===== src/rtl/cms_axis_downsizer.sv =====
// Wide-to-narrow AXI-Stream serialiser for monitoring trace packets.
// Emits each held item least-significant slice first, one beat per cycle.
module cms_axis_downsizer #(
    parameter int IN_WIDTH  = 1024,
    parameter int OUT_WIDTH = 64
) (
    input  logic                 clk,
    input  logic                 rst_n,
    input  logic [IN_WIDTH-1:0]  S_AXIS_tdata,
    input  logic                 S_AXIS_tvalid,
    output logic                 S_AXIS_tready,
    input  logic                 S_AXIS_tlast,
    output logic [OUT_WIDTH-1:0] M_AXIS_tdata,
    output logic                 M_AXIS_tvalid,
    input  logic                 M_AXIS_tready,
    output logic                 M_AXIS_tlast,
    output logic [31:0]          items_done
);

    localparam int RATIO = IN_WIDTH / OUT_WIDTH;
    localparam int IW    = $clog2(RATIO);
    localparam logic [IW-1:0] LAST_IDX = IW'(RATIO - 1);

    typedef enum logic {
        EMPTY = 1'b0,
        SEND  = 1'b1
    } state_t;

    state_t               state;
    state_t               state_nx;
    logic [IN_WIDTH-1:0]  hold;
    logic                 hold_last;
    logic [IW-1:0]        idx;
    logic [31:0]          done_cnt;

    logic full;
    logic last_beat;
    logic beat;
    logic take;

    assign full      = (state == SEND);
    assign last_beat = (idx == LAST_IDX);
    assign beat      = full && M_AXIS_tready;
    assign take      = S_AXIS_tvalid && S_AXIS_tready;
    assign items_done = done_cnt;

    always_ff @(posedge clk or negedge rst_n) begin
        if (!rst_n) begin
            state <= EMPTY;
        end else begin
            state <= state_nx;
        end
    end

    always_comb begin
        state_nx = state;
        unique case (state)
            EMPTY: if (S_AXIS_tvalid) state_nx = SEND;
            SEND:  if (beat && last_beat && !S_AXIS_tvalid) state_nx = EMPTY;
            default: state_nx = EMPTY;
        endcase
    end

    // Upstream may refill in the same cycle the final slice leaves.
    always_comb begin
        S_AXIS_tready = !full || (M_AXIS_tready && last_beat);
        M_AXIS_tvalid = full;
        M_AXIS_tdata  = hold[OUT_WIDTH-1:0];
        M_AXIS_tlast  = full && hold_last && last_beat;
    end

    always_ff @(posedge clk or negedge rst_n) begin
        if (!rst_n) begin
            hold      <= '0;
            hold_last <= 1'b0;
            idx       <= '0;
            done_cnt  <= '0;
        end else begin
            if (take) begin
                hold      <= S_AXIS_tdata;
                hold_last <= S_AXIS_tlast;
                idx       <= '0;
            end else if (beat && !last_beat) begin
                hold <= {{OUT_WIDTH{1'b0}}, hold[IN_WIDTH-1:OUT_WIDTH]};
                idx  <= idx + IW'(1);
            end else if (beat) begin
                idx <= '0;
            end
            if (beat && last_beat) begin
                done_cnt <= done_cnt + 32'd1;
            end
        end
    end

endmodule


===== config.mk =====
export PLATFORM = sky130hd
export DESIGN_NAME = cms_axis_downsizer
export DESIGN_NICKNAME = d
export VERILOG_FILES = /design/src/rtl/cms_axis_downsizer.sv
export SDC_FILE = /design/constraint.sdc
export NUM_CORES = 2
export LEC_CHECK = 0
export ABC_AREA = 0
export ABC_CLOCK_PERIOD_IN_PS = 5000
export CAP_MARGIN = 20
export CORE_AREA = 2 2 442 444
export CTS_BUF_LIST = sky130_fd_sc_hd__clkbuf_16
export DETAILED_ROUTE_END_ITERATION = 12
export DIE_AREA = 0 0 444 446
export SYNTH_ARGS = -nofsm -noshare
export SYNTH_HDL_FRONTEND = slang
export SYNTH_SLANG_ARGS = --single-unit

===== constraint.sdc =====
create_clock -name clk -period 5 [get_ports clk]
set_input_delay 1.25 -clock clk [delete_from_list [all_inputs] [get_ports clk]]
set_output_delay 1.25 -clock clk [all_outputs]
set_load 0.03 [all_outputs]

==> results.py <==
metrics = {
    "critical_path": {
        "worstSetupStartpointType": "input port",
        "path_class": "input port to primary output",
        "max_stage_delay_ns": 0.70,
        "worst-path-max-fanout": 3,
        "cp_slowest_cell": "clkdlybuf4s50_1",
        "required_ns": 3.75,
        "setup.worst_path.end_class": "primary output",
        "arrival_ns": 3.03,
        "worstPathCellList": "clkdlybuf4s50_1 -> nand4_1 -> nand2_1 -> clkdlybuf4s50_1",
        "cp_common_cell": "clkdlybuf4s50_1",
    },
    "place": {
        "post_dp_cell_area_um2": 60380,
        "placed_cells": 8117,
        "pre_cts_slack_ns": 0.7707,
        "globalplace.congestion": 0.9231,
        "hpwlAfterDp_um": 153000,
        "io_buffer_count": 1127,
    },
    "pwr": {
        "combPwrFrac": 0.240,
        "vdd_drop_max_mv": 0.3175,
        "power_frac_seq": 0.465,
        "power.leakage_nw": 28.35,
        "p_int_mw": 20.58,
        "p_per_area_nw_per_um2": 476.2,
        "p_sw_mw": 10.17,
        "power.total_mw": 30.75,
        "clkPwrFrac": 0.295,
        "swShare": 0.3307,
    },
    "yosys": {
        "synth-async-reset-ratio": 1.000,
        "synth-edff-count": 0,
        "synthesis.area_um2": 47250,
        "ys_seq_area_frac": 0.5625,
        "yosys_warnings": 0,
        "synth.most_common_cell": "dfrtp_1",
        "synth_top_area_share": 0.5625,
        "syn_inst": 4808,
        "synth.top_cells.by_count": "dfrtp_1, nand2_1, nor2_1, a31oi_1, and2_1",
        "yosys.cell_types.count": 41,
        "syn_avg_cell_area_um2": 9.827,
        "syn-num-nets": 5839,
        "ys.flop_type": "dfrtp_1",
        "ys_seq_elements": 1062,
        "yosysTopAreaCell": "dfrtp_1",
        "synthTopCellsByArea": "dfrtp_1, a221o_1, nand2_1",
    },
    "clock_network": {
        "htreeDepth": 4,
        "cts_setup_buffers": 0,
        "cts_hold_buf": 0,
        "cts_root_buf": "clkbuf_16",
        "clkTransAtPathRegs_ns": 0.06,
        "cts.path.max_buffers": 3,
        "post_cts_resized": 0,
        "cts_sinks": 1062,
        "clk_latency_ns": 0.81,
        "tritoncts": "yes",
        "cts_buffers": 131,
    },
    "detailed_routing": {
        "route.met2.wl_um": 98450,
        "antenna_left": 0,
        "avgRoutedWirePerCell_um": 24.16,
        "met3_length_um": 14580,
        "drc": 0,
        "wl_um": 203000,
        "vias": 40662,
        "vias_per_cell": 4.839,
        "wl_met1_um": 81490,
        "drt_iter0_drc": 3757,
        "top_layer": "met5",
        "drt_pre_antenna_iters": 5,
    },
    "finish": {
        "fin_area_um2": 64570,
        "drive_above_1_share": 0.04995,
        "sequential_cell_area_um2": 26580,
        "final_cells": 8403,
        "multiInputGateArea_um2": 17810,
        "syn_to_final_growth_pct": 36.67,
        "fin_util": 0.3336,
        "nets": 6739,
        "nFillCells": 19804,
    },
    "global_routing": {
        "grt_pass1_vias": 40048,
        "grt.total_usage": 0.1978,
        "gr-total-overflow": 0,
        "grt_first_pass_wirelength_um": 286600,
        "antenna_found_initial": 98,
        "grt_max_degree": 170,
    },
    "sta": {
        "setup_viol": 0,
        "slew_violations": 0,
        "setup_tns_ns": 0,
        "worst_slack_ns": 0.7233,
        "worstMarginPinSlew_ns": 1.039,
        "fmax_mhz": 233.8,
        "post-route-period-util": 0.8553,
        "fin_crit_ns": 4.277,
        "hold_violations": 0,
        "skew_ns": 0.04744,
        "holdWs_ns": 0.4864,
        "max-slew-margin-rel": 0.3033,
        "rsz0062_at_grt": "false",
    },
    "worst_hold_path": {
        "min_path_type": "input port to asynchronous set/reset pin",
    },
    "die": {
        "start_util": 0.2441,
        "core_um2": 193600,
        "fp.dieW_um": 444,
        "die_h_um": 446,
        "dieArea_um2": 198000,
        "num_rows": 162,
        "io_pins": 1128,
    },
    "outcome": {
        "run_status": "finished clean",
    },
    "job": {
        "drv_cap": 0,
    },
}
metal layers:
layer  GRT usage  up-vias
met5           0        -
met4     0.08392       52
met3     0.05362      328
met2      0.3253     1410
met1      0.2436    20234
li1            -    18638
critical path: cells and delay by family:
family | cells | cell delay [ns]
buffers and inverters | 2 | 1.40
AND/OR/NAND/NOR | 2 | 0.37
logic make-up (layout without fill, tap and decap cells):
group                      Yosys count  after routing  synth area share
AOI/OAI and AO/OA                 1034           1034            0.1704
xor gates and xnor gates            32             32          0.005932
adders and majority gates            2              2         0.0005295
buffers and inverters              532           1530           0.06125
DFF                               1062           1062            0.5625
muxes                                3              3         0.0006885
other                                0             55                 0
and+or+nand+nor                   2143           2143            0.1987
power groups by stage:
stage               Clock (mW)  Sequential (mW)  Combinational [mW]
CTS                       9.27             14.3                7.44
detailed placement           0             14.5                7.39
global placement             0             14.4                7.23
finish                    9.07             14.3                7.38
floorplan                    0             13.1                5.16
global route              9.63             14.7                8.13
path summary, 6_finish.rpt:
| check | slack (ns) | cells past startpoint | to | from |
|---|---|---|---|---|
| worst max-delay path | 0.72 | 4 | S_AXIS_tready | M_AXIS_tready |
| worst min-delay path | 0.49 | 1 | hold[640] | rst_n |
| worst max register to register | 2.22 | 6 | hold[362] | idx[0] |
| worst min register to register | 0.49 | 1 | items_done[31] | items_done[31] |
| max in group asynchronous | 3.22 | 3 | hold[564] | rst_n |
| min in group clk | 0.49 | 1 | items_done[31] | items_done[31] |
area by class of cell:
| class | instances | area share |
|---|---|---|
| Antenna cell | 55 | 0.002131 |
| Inverter | 66 | 0.003837 |
| Multi-Input combinational cell | 3214 | 0.2757 |
| Clock buffer | 132 | 0.05115 |
| Sequential cell | 1062 | 0.4116 |
| Tap cell | 2542 | 0.04925 |
| Clock inverter | 99 | 0.01166 |
| Timing Repair Buffer | 1233 | 0.1947 |
cell usage in the layout, fill, tap and decap left out, types with 31 or more instances in the layout:
| cell type | instances |
|---|---|
| clkdlybuf4s50_1 | 1126 |
| dfrtp_1 | 1062 |
| nand2_1 | 1056 |
| nor2_1 | 528 |
| a31oi_1 | 521 |
| and2_1 | 441 |
| a221o_1 | 440 |
| clkbuf_16 | 132 |
| inv_1 | 96 |
| nand3_1 | 75 |
| o21ai_0 | 68 |
| buf_4 | 67 |
| diode_2 | 55 |
| buf_12 | 39 |
| clkinv_1 | 31 |
flip-flops by register name, indices dropped and copies added, names as in the netlist:
name           cells
hold_last          1
idx                4
items_done        32
hold            1024
M_AXIS_tvalid      1
Note: power is estimated with default switching activity, not from simulation.
